--- config.mk ---
export PLATFORM = sky130hd
export DESIGN_NAME = pacman_steer_ctrl
export DESIGN_NICKNAME = d
export VERILOG_FILES = /design/src/rtl/pacman_steer_ctrl_pkg.sv /design/src/rtl/pacman_steer_ctrl_btn_debounce.sv /design/src/rtl/pacman_steer_ctrl.sv
export SDC_FILE = /design/constraint.sdc
export NUM_CORES = 1
export LEC_CHECK = 0
export ABC_AREA = 1
export BUFFER_PORTS_ARGS = -buffer_cell sky130_fd_sc_hd__buf_4
export CORE_ASPECT_RATIO = 0.75
export CORE_UTILIZATION = 60
export DETAILED_ROUTE_END_ITERATION = 12
export GPL_TIMING_DRIVEN = 0
export PLACE_DENSITY = 0.78
export SLEW_MARGIN = 5
export SYNTH_ARGS = -nofsm -noshare
export SYNTH_HDL_FRONTEND = slang
export SYNTH_HIERARCHICAL = 1
export SYNTH_SLANG_ARGS = --single-unit
--- constraint.sdc ---
create_clock -name clk -period 3.56 [get_ports clk]
set_input_delay 0 -clock clk [delete_from_list [all_inputs] [get_ports clk]]
set_output_delay 0 -clock clk [all_outputs]
set_load 0.02 [all_outputs]
--- src/rtl/pacman_steer_ctrl_pkg.sv ---
// Shared definitions for Pacman steering: direction encoding, FSM states,
// maze border limits and the neighbour-cell helper.
package pacman_steer_ctrl_pkg;

  localparam logic [1:0] DIR_UP    = 2'd0;
  localparam logic [1:0] DIR_LEFT  = 2'd1;
  localparam logic [1:0] DIR_DOWN  = 2'd2;
  localparam logic [1:0] DIR_RIGHT = 2'd3;

  localparam int MAZE_BORDER_MIN = 1;
  localparam int MAZE_BORDER_MAX = 28;

  typedef enum logic [1:0] {
    ST_IDLE,
    ST_PROBE,
    ST_WAIT
  } steer_st_e;

  typedef struct packed {
    logic [4:0] x;
    logic [4:0] y;
  } cell_t;

  // 5-bit wrap is intentional: an underflow lands at 31 and fails the border test.
  function automatic cell_t step_cell(input logic [1:0] dir,
                                      input logic [4:0] x,
                                      input logic [4:0] y);
    cell_t c;
    c.x = x;
    c.y = y;
    unique case (dir)
      DIR_UP:    c.y = y - 5'd1;
      DIR_LEFT:  c.x = x - 5'd1;
      DIR_DOWN:  c.y = y + 5'd1;
      DIR_RIGHT: c.x = x + 5'd1;
    endcase
    return c;
  endfunction

endpackage

--- src/rtl/pacman_steer_ctrl_btn_debounce.sv ---
// One raw button: 2-FF synchroniser, hold-time debounce, rising-edge pulse
// asserted in the cycle the debounced level is about to go high.
module pacman_steer_ctrl_btn_debounce #(
  parameter int DB_W   = 16,
  parameter int DB_CNT = 50000
) (
  input  logic clk,
  input  logic rst_n,
  input  logic btn_i,
  output logic rise_o
);

  localparam logic [DB_W-1:0] CNT_LAST = DB_W'(DB_CNT - 1);

  logic            sync1_q, sync2_q;
  logic            level_q, level_d;
  logic [DB_W-1:0] cnt_q, cnt_d;

  always_comb begin
    level_d = level_q;
    cnt_d   = cnt_q;
    if (sync2_q == level_q) begin
      cnt_d = '0;
    end else if (cnt_q == CNT_LAST) begin
      level_d = ~level_q;
      cnt_d   = '0;
    end else begin
      cnt_d = cnt_q + 1'b1;
    end
  end

  assign rise_o = level_d & ~level_q;

  always_ff @(posedge clk or negedge rst_n) begin
    if (!rst_n) begin
      sync1_q <= 1'b0;
      sync2_q <= 1'b0;
      level_q <= 1'b0;
      cnt_q   <= '0;
    end else begin
      sync1_q <= btn_i;
      sync2_q <= sync1_q;
      level_q <= level_d;
      cnt_q   <= cnt_d;
    end
  end

endmodule

--- src/rtl/pacman_steer_ctrl.sv ---
// Joystick-to-heading controller: debounces buttons, buffers one turn request
// and commits it only after the maze map reports the adjacent cell open.
module pacman_steer_ctrl
  import pacman_steer_ctrl_pkg::*;
#(
  parameter int DB_W        = 16,
  parameter int DB_CNT      = 50000,
  parameter int INIT_DIR    = 3,
  parameter int BORDER_MIN  = MAZE_BORDER_MIN,
  parameter int BORDER_MAX  = MAZE_BORDER_MAX,
  parameter int TO_W        = 6,
  parameter int REQ_TIMEOUT = 45
) (
  input  logic       clk,
  input  logic       rst_n,
  input  logic       ce,
  input  logic       btn_up,
  input  logic       btn_left,
  input  logic       btn_down,
  input  logic       btn_right,
  input  logic [4:0] cur_x,
  input  logic [4:0] cur_y,
  output logic       map_rd,
  output logic [4:0] map_x,
  output logic [4:0] map_y,
  input  logic       map_wall,
  output logic [1:0] direction,
  output logic       req_pending,
  output logic       turn_ack
);

  localparam logic [TO_W-1:0] TO_LAST = TO_W'(REQ_TIMEOUT - 1);

  logic [3:0] btn_raw, rise;
  assign btn_raw = {btn_right, btn_down, btn_left, btn_up};

  for (genvar i = 0; i < 4; i++) begin : g_btn
    pacman_steer_ctrl_btn_debounce #(
      .DB_W  (DB_W),
      .DB_CNT(DB_CNT)
    ) u_db (
      .clk   (clk),
      .rst_n (rst_n),
      .btn_i (btn_raw[i]),
      .rise_o(rise[i])
    );
  end

  steer_st_e       state_q, state_d;
  logic [1:0]      dir_q, dir_d, req_dir_q, req_dir_d, probe_dir_q, probe_dir_d;
  logic            pend_q, pend_d, ack_q, ack_d;
  logic [TO_W-1:0] to_q, to_d;
  logic [4:0]      map_x_q, map_x_d, map_y_q, map_y_d;
  logic [4:0]      probe_x_q, probe_x_d, probe_y_q, probe_y_d;
  logic            rej_vld_q, rej_vld_d;
  logic [1:0]      rej_dir_q, rej_dir_d;
  logic [4:0]      rej_x_q, rej_x_d, rej_y_q, rej_y_d;

  logic [1:0] new_dir;
  cell_t      tgt;
  logic       in_border, rej_hit;

  // Later assignments win, giving up > left > down > right.
  always_comb begin
    new_dir = DIR_RIGHT;
    if (rise[2]) new_dir = DIR_DOWN;
    if (rise[1]) new_dir = DIR_LEFT;
    if (rise[0]) new_dir = DIR_UP;
  end

  assign tgt       = step_cell(req_dir_q, cur_x, cur_y);
  assign in_border = (tgt.x > 5'(BORDER_MIN)) && (tgt.x < 5'(BORDER_MAX)) &&
                     (tgt.y > 5'(BORDER_MIN)) && (tgt.y < 5'(BORDER_MAX));
  assign rej_hit   = rej_vld_q && (rej_dir_q == req_dir_q) &&
                     (rej_x_q == cur_x) && (rej_y_q == cur_y);

  always_comb begin
    state_d     = state_q;
    dir_d       = dir_q;
    req_dir_d   = req_dir_q;
    probe_dir_d = probe_dir_q;
    pend_d      = pend_q;
    ack_d       = 1'b0;
    to_d        = to_q;
    map_x_d     = map_x_q;
    map_y_d     = map_y_q;
    probe_x_d   = probe_x_q;
    probe_y_d   = probe_y_q;
    rej_vld_d   = rej_vld_q;
    rej_dir_d   = rej_dir_q;
    rej_x_d     = rej_x_q;
    rej_y_d     = rej_y_q;

    unique case (state_q)
      ST_IDLE: begin
        if (pend_q) begin
          if (req_dir_q == dir_q) begin
            pend_d = 1'b0;
            ack_d  = 1'b1;
          end else if (in_border && !rej_hit) begin
            // Probe tuple is captured with the address so both describe the same request.
            state_d     = ST_PROBE;
            map_x_d     = tgt.x;
            map_y_d     = tgt.y;
            probe_dir_d = req_dir_q;
            probe_x_d   = cur_x;
            probe_y_d   = cur_y;
          end
        end
      end
      ST_PROBE: state_d = ST_WAIT;
      ST_WAIT: begin
        state_d = ST_IDLE;
        if (pend_q && (req_dir_q == probe_dir_q)) begin
          if (!map_wall) begin
            dir_d     = probe_dir_q;
            ack_d     = 1'b1;
            pend_d    = 1'b0;
            rej_vld_d = 1'b0;
          end else begin
            rej_vld_d = 1'b1;
            rej_dir_d = probe_dir_q;
            rej_x_d   = probe_x_q;
            rej_y_d   = probe_y_q;
          end
        end
      end
      default: state_d = ST_IDLE;
    endcase

    if (pend_q && ce) begin
      if (to_q == TO_LAST) begin
        pend_d = 1'b0;
        to_d   = '0;
      end else begin
        to_d = to_q + 1'b1;
      end
    end

    // A fresh press always overrides whatever the request was doing.
    if (|rise) begin
      req_dir_d = new_dir;
      pend_d    = 1'b1;
      to_d      = '0;
    end
  end

  always_ff @(posedge clk or negedge rst_n) begin
    if (!rst_n) begin
      state_q     <= ST_IDLE;
      dir_q       <= 2'(INIT_DIR);
      req_dir_q   <= '0;
      probe_dir_q <= '0;
      pend_q      <= 1'b0;
      ack_q       <= 1'b0;
      to_q        <= '0;
      map_x_q     <= '0;
      map_y_q     <= '0;
      probe_x_q   <= '0;
      probe_y_q   <= '0;
      rej_vld_q   <= 1'b0;
      rej_dir_q   <= '0;
      rej_x_q     <= '0;
      rej_y_q     <= '0;
    end else begin
      state_q     <= state_d;
      dir_q       <= dir_d;
      req_dir_q   <= req_dir_d;
      probe_dir_q <= probe_dir_d;
      pend_q      <= pend_d;
      ack_q       <= ack_d;
      to_q        <= to_d;
      map_x_q     <= map_x_d;
      map_y_q     <= map_y_d;
      probe_x_q   <= probe_x_d;
      probe_y_q   <= probe_y_d;
      rej_vld_q   <= rej_vld_d;
      rej_dir_q   <= rej_dir_d;
      rej_x_q     <= rej_x_d;
      rej_y_q     <= rej_y_d;
    end
  end

  assign map_rd      = (state_q == ST_PROBE);
  assign map_x       = map_x_q;
  assign map_y       = map_y_q;
  assign direction   = dir_q;
  assign req_pending = pend_q;
  assign turn_ack    = ack_q;

endmodule
Word level (Yosys, flattened, before mapping)
Cells that the tools add are included.
{ "totals": {"rom_bits": 0, "reg_bits": 125, "latch_bits": 0, "memories": 0, "out_inout_bits": 15, "elab_cells": 137, "ram_bits": 0} }
{ "op_classes": {"addsub": 9, "order_cmp": 4, "n_div": 0, "n_mul": 0, "bitwise_logic": 10, "shift": 0, "reduce_logical": 19, "n_eq_ne": 22, "muxes": 42} }
{ "ops": {"columns": ["operator", "n"], "rows": [
  ["$mux W16", 8],
  ["$add A16 B1 Y16 const B", 4],
  ["$eq A16 B16 Y1 const B", 4],
  ["$mux W1", 21],
  ["$pmux W5 S2", 2],
  ["$mux W6", 3],
  ["$add A5 B1 Y5 const B", 2],
  ["$eq A5 B5 Y1", 2],
  ["$gt A5 B1 Y1 const B", 2],
  ["$lt A5 B5 Y1 const B", 2],
  ["$mux W2", 5],
  ["$sub A5 B1 Y5 const B", 2],
  ["$logic_and A1 B1 Y1", 9],
  ["$reduce_and A3 Y1", 3],
  ["$add A6 B1 Y6 const B", 1],
  ["$eq A2 B2 Y1", 3],
  ["$eq A2 B2 Y1 const B", 3],
  ["$eq A6 B6 Y1 const B", 1],
  ["$ne A2 B2 Y1 const B", 3],
  ["$not A1 Y1", 6],
  ["$and A1 B1 Y1", 4],
  ["$eq A1 B1 Y1", 4],
  ["$eq A2 B1 Y1 const B", 2],
  ["$logic_not A2 Y1", 2],
  ["7 further kinds", 8]
]} }

Depth between registers and ports, before layout
Gate-level depths: netlist (run 1).
{ "depth": {"word_depth": 11, "mapped_depth": 18} }

Modules after synthesis
The synthesis (run 1) kept the hierarchy.
{ "by_module_without_submodules": {"columns": ["module", "cells_per_inst", "n_inst", "area_each_um2"], "rows": [
  ["pacman_steer_ctrl_btn_debounce at g_btn[0].u_db ...", 140, 3, 1074.8],
  ["pacman_steer_ctrl", 388, 1, 2937.8],
  ["pacman_steer_ctrl_btn_debounce at g_btn[3].u_db", 134, 1, 1031.0]
]} }

Worst setup path after synthesis (run 1)
Ideal clock, no wire load.
{ "synth_timing": {"path_kind": "register to register", "from": "register g_btn[1].u_db.cnt_q[0]", "to": "register to_q[5]", "stages_incl_launch_ff": 14, "period_less_slack_ps": 2132, "t_arrival_ps": 2014, "n_path_buf": 0, "setup_time_ps": 119, "required_ps": 3441, "path_slack_ps": 1428, "path_cell_list": "dfrtp_1 > ha_1 > nand3_2 > nor2_1 > nand3_1 > nor2_1 > nor2_1 > inv_1 > nor3_1 > nand2_1 > and3_1 > nand2_1 > a21oi_1 > o21a_1"} }
{ "synth_via": {"elab_chain_cells": 6, "word_cells_on_any_way": 7} }
{ "synth_lines": {"columns": ["element", "line_no", "text"], "rows": [
  ["from (decl)", "pacman_steer_ctrl_btn_debounce.sv:17", "logic [DB_W-1:0] cnt_q, cnt_d;"],
  ["from (signal assigned)", "pacman_steer_ctrl_btn_debounce.sv:44", "cnt_q <= cnt_d;"],
  ["$eq A16 B16 Y1 (*)", "pacman_steer_ctrl_btn_debounce.sv:24", "end else if (cnt_q == CNT_LAST) begin"],
  ["$mux W1 (*)", "pacman_steer_ctrl_btn_debounce.sv:24", null],
  ["$mux W1 (*)", "pacman_steer_ctrl_btn_debounce.sv:22", "if (sync2_q == level_q) begin"],
  ["$and A1 B1 Y1 (*)", "pacman_steer_ctrl_btn_debounce.sv:32", "assign rise_o = level_d & ~level_q;"],
  ["net rise[1]", "pacman_steer_ctrl.sv:34", "logic [3:0] btn_raw, rise;"],
  ["$reduce_or A4 Y1 (*)", "pacman_steer_ctrl.sv:141", "if (|rise) begin"],
  ["$mux W6 or $reduce_bool A2 Y1 (tied branches)", null, null],
  ["to (signal assigned)", "pacman_steer_ctrl.sv:172", "to_q <= to_d;"],
  ["to (decl)", "pacman_steer_ctrl.sv:52", "logic [TO_W-1:0] to_q, to_d;"]
]} }
The timed path passes the listed nets; every way through them passes the cells marked *.
A chain may end at the register's enable or synchronous reset.

Worst setup path in the final report (run 1)
Same ends and word-level chain as after synthesis.

==> impl_results.md, run 1 <==
- Pins Over Slew Limit: 0
- Die width: roughly 130 um
- Max_cap viols: 0
- Hold WC Path Type: primary input to async pin
- Cell variety after synth: 41
- Clock tree buffer depth: 2
- # fillers: between 900 and 1000
- Critical path class: register to register
- Starting Density: 61.71%
- Startpoint Class: register
- First-pass GRT wire length: between 20000 and 30000 um
- Syn nets: slightly below 1000
- Post-synthesis cell count: 942
- Critical path arrival: approximately 2.9 ns
- # DRC: 0
- Register area share after synthesis: 43.52%
- Chip Height: slightly below 100 um
- Buf+Inv Stages, Crit Path: 1
- Worst skew pair latency: between 0.4 and 0.5 ns
- Peak Freq: ~0.38 GHz
- Vias per cell: 5.328
- ANT nets after route: 0
- Final hold vios: 0
- Slew headroom: just over 60%
- Worst slew pin tran: 0.5624 ns
- Reg area: about 3100 um2
- Final TNS setup: 0 ns
- CTS Root Cell: clkbuf_16
- Pin count of the biggest net entering global routing: between 80 and 90
- Post-layout net count: around 1000
- Fin crit period: ~2.6 ns
- Seq cells post-synth: 125
- Port Buffers: 32
- Multi-input logic area: roughly 3500 um2
- Hpwl dp: about 11000 um
- Antenna violations before repair: 0
- Avg Cell Area, Syn: 7.636 um2
- CP dominant cell by count: nor2_1
- Row count: 34
- Worst-path maximum fanout: 7
- Drt pass-1 iters: 7
- Flop-to-flop setup slack: about 0.92 ns
- Post-Place Cell Area: between 7000 and 8000 um2
- Cell Area, Synth: just over 7000 um2
- Reg2reg start: g_btn[1].u_db/cnt_q[0]$_DFF_PN0_
- Critical Path Max Stage Delay: approximately 0.44 ns
- First DRT Iteration DRCs: between 400 and 500
- Clk_skew: ~0.0080 ns
- Syn-to-layout area delta: 18.25%
- Fin util: about 73%
- I/O pin count: 33
- Status: completed
- Worst Reg-to-Reg Cells: 13
- Gr ovfl total: 0
- CP required: approximately 3.9 ns
- WL/cell: 13.95 um
- Synthesis Warnings: 6
- Period Utilization, post-route: about three quarters
- Layout cell share with drive strength beyond 1: between 10% and 20%
- Number of global-route vias before repair: between 5000 and 6000
- Family with the most delay on the worst path: simple AND/OR/NAND/NOR gates
- # Post-CTS Setup Buffers: 0
- Simple-Gate Fraction of Synth Area: a little under two fifths
- Synth Area in Adders: between 2 and 3%
- Antenna Cells: 0
- PD cells: between 400 and 500 nW/um2
- # clock sinks: 125
- CTS tree: done
- Post-Route WL: 16550 um
- CTS buffer count: 17
- Die ar.: between 10000 and 15000 um2
- Post-synthesis xor/xnor area fraction: under 10%
- LEAKAGE: 4.272 nW
- Core Footprint: 11660 um2
- Reg-to-Reg End: to_q[5]$_DFFE_PN0P_
- Element type at the critical path end: register
- Main combinational cell family by area after synthesis: simple AND/OR/NAND/NOR gates
- Worst vdd ir: about 0.43 mV
- Final setup fails: 0
- CTS Hold Bufs: 17
- RePlAce Congestion: 0.9535
- Overall Global Routing Usage: 28.84%
- Post-route cell area: 8506 um2
- Compound-cell area share of the yosys netlist: roughly 4%
- Post-synthesis mux area share: 0%
- Vias: 6319
- CP cell instances: ha_1 -> nand3_2 -> nor2_1 -> nand3_1 -> nor2_1 -> nor2_1 -> inv_1 -> nor3_1 -> nand2_1 -> and3_1 -> nand2_1 -> a21oi_1 -> o21a_1
- Reg clk slew, reported paths: 0.06 ns
- Worst path slowest cell: nor3_1
- CTS H-tree depth: 4
- Cts repair resizes: 0
- RSZ-0062 raised after global routing: false
## layout by cell type, fill, tap and decap left out, types with 5 or more instances in the layout
master | Yosys | final
inv_2 | 16 | 16
xnor2_1 | 6 | 6
a21oi_1 | 13 | 13
bufinv_16 | 0 | 5
nand2_2 | 18 | 18
nand3_1 | 73 | 73
dfrtp_1 | 123 | 123
nand4_1 | 43 | 43
o21ai_0 | 15 | 15
inv_1 | 99 | 99
xor2_1 | 20 | 20
buf_6 | 4 | 5
nor2_2 | 16 | 16
clkbuf_16 | 0 | 17
nor3_1 | 8 | 8
ha_1 | 12 | 12
nor2_1 | 153 | 153
buf_4 | 5 | 36
nand2_1 | 258 | 258
nand3_2 | 9 | 9
dlygate4sd3_1 | 0 | 17
## cells in the mapped netlist (all sizes together)
| master | count | share of area [%] |
|---|---|---|
| and3 | 2 | 0.17 |
| or2 | 1 | 0.087 |
| nand2 | 276 | 15 |
| xnor2 | 6 | 0.73 |
| ha | 12 | 2.1 |
| a21oi | 13 | 0.90 |
| buf | 14 | 1.6 |
| o21a | 1 | 0.10 |
| fa | 2 | 0.56 |
| clkbuf | 1 | 0.052 |
| o21ai | 18 | 1.3 |
| nor4 | 1 | 0.17 |
| o31ai | 1 | 0.10 |
| nor2 | 173 | 10 |
| nand3 | 83 | 6.6 |
| nor3b | 4 | 0.70 |
| a31oi | 4 | 0.35 |
| a21o | 3 | 0.37 |
| nor3 | 14 | 1.7 |
| dfrtp | 123 | 43 |
| nand4 | 43 | 3.7 |
| dfstp | 2 | 0.73 |
| o22ai | 3 | 0.35 |
| inv | 115 | 6.0 |
| xor2 | 24 | 3.3 |
| o21bai | 3 | 0.47 |
## registers in the layout, summed over array words and instances, names as in the netlist, 5 cells and up
register	count
g_btn.u_db/cnt_q	64
map_x	5
map_y	5
probe_x_q	5
probe_y_q	5
rej_x_q	5
rej_y_q	5
to_q	6
## layer usage
metal	vias to the layer above	GRT usage [%]	wire, um
li1	3131	-	-
met1	2984	41.47	7959
met2	178	44.37	7534
met3	26	5.199	833
met4	0	8.869	218
met5	-	0	0
## report_power, final
group	internal [W]	switching [W]
Sequential	0.00158	0.000107
Combinational	0.000217	0.000325
Clock	0.00132	0.000638
## kinds of logic after synthesis
| logic type | after synthesis |
|---|---|
| and+or+nand+nor | 597 |
| buffers and inverters | 130 |
| DFF | 125 |
| AOI/OAI and AO/OA | 46 |
| xor gates and xnor gates | 30 |
| adders and majority gates | 14 |
## through the flow
step	total power [W]	worst slack [ns]	hold slack (ns)	std cells
floorplan	0.002004	1.428	-0.2956	942
CTS	0.004191	0.9368	0.06784	1186
detailed placement	0.002225	1.003	-0.06896	1137
global placement	0.002203	1.069	0.1092	1136
finish	0.004186	0.9235	0.05030	1186
global route	0.004350	0.6902	0.09183	1186
## worst max-delay path by stage
stage | startpoint | endpoint | slack [ns] | cells after the start
floorplan | g_btn[1].u_db/cnt_q[0]$_DFF_PN0_ | to_q[5]$_DFFE_PN0P_ | 1.43 | 13
global placement | g_btn[1].u_db/cnt_q[0]$_DFF_PN0_ | to_q[5]$_DFFE_PN0P_ | 1.07 | 13
detailed placement | g_btn[1].u_db/cnt_q[0]$_DFF_PN0_ | to_q[5]$_DFFE_PN0P_ | 1.00 | 13
CTS | g_btn[1].u_db/cnt_q[0]$_DFF_PN0_ | to_q[5]$_DFFE_PN0P_ | 0.94 | 13
global route | g_btn[1].u_db/cnt_q[0]$_DFF_PN0_ | to_q[5]$_DFFE_PN0P_ | 0.69 | 13
finish | g_btn[1].u_db/cnt_q[0]$_DFF_PN0_ | to_q[5]$_DFFE_PN0P_ | 0.92 | 13
## layout make-up
cell class,instances,share of cell area [%]
sequential,125,36.80
timing repair buffer,50,5.193
inverter,115,5.075
buffer,15,1.427
clock buffer,22,5.693
multi-input combinational,687,41.26
clock inverter,10,2.162
tap,162,2.383
Note: power is estimated with default switching activity, not from simulation.
==> inputs of run 2 (changes only) <==
Settings changed: ABC_AREA 1 to 0, CORE_UTILIZATION 60 to 56, PLACE_DENSITY 0.78 to 0.77.
Clock period 3.56 ns to 2.4 ns, I/O delays scaled along.
==> impl_results.md, run 2 <==
- Status: finished with violations
- Failing checks: negative setup slack
- Avg Cell Area, Syn: 11.63 um2
- CTS H-tree depth: 4
- Die width: approximately 130 um
- Peak Freq: around 0.33 GHz
- Final TNS setup: -13.06 ns
- Fin util: between 70% and 80%
- ANT nets after route: 0
- Reg clk slew, reported paths: 0.06 ns
- # fillers: 809
- Die ar.: about 12000 um2
- Seq cells post-synth: 125
- Overall Global Routing Usage: a little under a quarter
- Placed Cells: 766
- Final hold vios: 0
- Commonest non-fill, non-tap cell in the layout: dfrtp_1
- I/O pin count: 33
- Regs by FF count: g_btn.u_db/cnt_q: 64 flops, to_q: 6 flops
- Yosys top cell by area: dfrtp_1
- CTS Root Cell: clkbuf_16
- First-pass GRT wire length: around 22000 um
- Worst Reg-to-Reg Cells: 11
- Worst Setup EP: probe_y_q[0]$_DFFE_PN0P_
- Starting Density: between 50% and 60%
- Critical path class: register to register
- LEAKAGE: 3.779 nW
- CTS buffer count: 17
- Pin count of the biggest net entering global routing: ~80
- Number of global-route vias before repair: 4577
- Ranking of synthesized cells by area: dfrtp_1, xnor2_1, mux2_4, nor2_1, mux2_2
- Antenna Cells: 0
- Clk_skew: slightly above 0.009 ns
- First DRT Iteration DRCs: 169
- Cell variety after synth: 54
- Most frequent cell after synthesis: dfrtp_1
- Core Footprint: approximately 12000 um2
- CP required: 2.69 ns
- Vias per cell: between 5 and 6
- Gr ovfl total: 0
- RSZ-0062 raised after global routing: true
- Non-filler cells, final: 839
- Fin crit period: approximately 3.0 ns
- Syn-to-layout area delta: 25.84%
- Register area share after synthesis: 47.06%
- Flop-to-flop setup slack: -0.61 ns
- Final setup margin: -0.6116 ns
- Startpoint Class: register
- Post-Route WL: about 14000 um
- Cell Area, Synth: between 6000 and 7000 um2
- Final setup fails: 23
- Clock tree buffer depth: 2
- Period Utilization, post-route: 125.5%
- Post-layout net count: roughly 700
- Hpwl dp: between 8000 and 9000 um
- Dpl ws: -0.8859 ns
- Post-synthesis cell count: ~570
- CTS tree: done
- Element type at the critical path end: register
- CP startpoint: req_dir_q[0]$_DFFE_PN0N_
- RePlAce Congestion: between 0.8 and 0.9
- Antenna violations before repair: 0
- EDFF count, synth: 0
- Syn nets: between 600 and 700
- Ys async rst share: 100.0%
- WL/cell: around 17 um
- Layout cell share with drive strength beyond 1: between 30% and 40%
- Synthesis Warnings: 6
- Max_cap viols: 0
- Synth top area share: around 46%
- Slew headroom: 58.13%
- PD cells: about 600 nW/um2
- Hold WC Path Type: primary input to register
- Ys flop type: dfrtp_1
- Row count: 34
- Most frequent cells in the layout: dfrtp_1, nor2_1, xnor2_1
- Worst slew pin tran: just over 0.6 ns
- # DRC: 0
- Pins Over Slew Limit: 0
- Largest Register: g_btn.u_db/cnt_q
- # clock sinks: between 100 and 150
- Worst skew pair latency: 0.41 ns
- Leading cell types by count after synthesis: dfrtp_1, nor2_1, xnor2_1
- Port Buffers: 31
- Worst-path maximum fanout: 5
- Power Total: about 0.0049 W
- Reg2reg start: req_dir_q[0]$_DFFE_PN0N_
- Vias: about 4600
- Reg-to-Reg End: probe_y_q[0]$_DFFE_PN0P_
- Max reg flops: 64
- Critical path arrival: between 3 and 4 ns
- Chip Height: about 96 um
- Worst vdd ir: approximately 0.52 mV
- Drt pass-1 iters: 4
## run 2: logic make-up after synthesis
| kind of cell | after synthesis | synth area share (%) |
|---|---|---|
| xor gates and xnor gates | 91 | 12.39 |
| DFF | 125 | 47.06 |
| AOI/OAI and AO/OA | 25 | 2.407 |
| adders and majority gates | 14 | 2.859 |
| muxes | 42 | 8.257 |
| buffers and inverters | 34 | 2.896 |
| and+or+nand+nor | 241 | 24.13 |
## run 2: layer usage
layer	track usage [%]	vias to the layer above	share of wire, %
met5	0	-	0
met4	9.804	0	1.4
met3	5.947	21	4.9
met2	37.59	100	48
met1	32.03	2274	46
li1	-	2175	-
## run 2: power breakdown
group	internal, W	total (W)	switching [W]
clock	0.00151	0.00247	0.000957
combinational	0.000134	0.000292	0.000159
sequential	0.00213	0.00216	0.0000312
## run 2: final cells by class
class	instances	area, um2	area share (%)
Inverter	22	82.58	0.9864
Sequential cell	125	3131	37.39
Multi-Input combinational cell	413	3570	42.64
Clock buffer	20	466.7	5.575
Tap cell	162	202.7	2.421
Clock inverter	11	106.4	1.270
Timing Repair Buffer	76	691.9	8.265
Buffer	10	121.4	1.450
## run 2: worst max-delay path: stages, from the launching register on
cell,delay [ns]
dfrtp_1,0.42
buf_8,0.15
nand2b_4,0.17
ha_4,0.24
a21o_1,0.21
or3_4,0.36
and3b_2,0.23
a32oi_2,0.25
o2111ai_4,0.22
buf_6,0.21
buf_16,0.14
mux2_4,0.30
## run 2: worst min path at each step
stage,from,end,slack (ns),cells past startpoint
after floorplan,rst_n,g_btn[0].u_db/cnt_q[0]$_DFF_PN0_,-0.30,0
after global placement,btn_down,g_btn[2].u_db/sync1_q$_DFF_PN0_,0.11,1
after detailed placement,rst_n,g_btn[1].u_db/cnt_q[12]$_DFF_PN0_,-0.04,1
after CTS,cur_x[1],map_x[1]$_DFFE_PN0P_,0.01,3
after global routing,cur_x[1],map_x[1]$_DFFE_PN0P_,0.03,3
final,cur_x[1],map_x[1]$_DFFE_PN0P_,0.03,3
## run 2: stage by stage
stage | instance area, um2 | hold slack (ns)
6_report | 8372 | 0.03139
5_1_grt | 8372 | 0.03050
4_1_cts | 8278 | 0.01043
3_5_place_dp | 7191 | -0.03869
3_3_place_gp | 7159 | 0.1103
2_1_floorplan | 6724 | -0.2956
## run 2: timing repair
action                                 4_1_cts  5_1_grt
hold buffers                                17        0
setup endpoints to repair                   28       25
gates cloned                                 1        0
endpoints found under the hold margin      144        0
buffers inserted                            19        8
gates resized for setup                     31       14
pin swaps                                    9       13
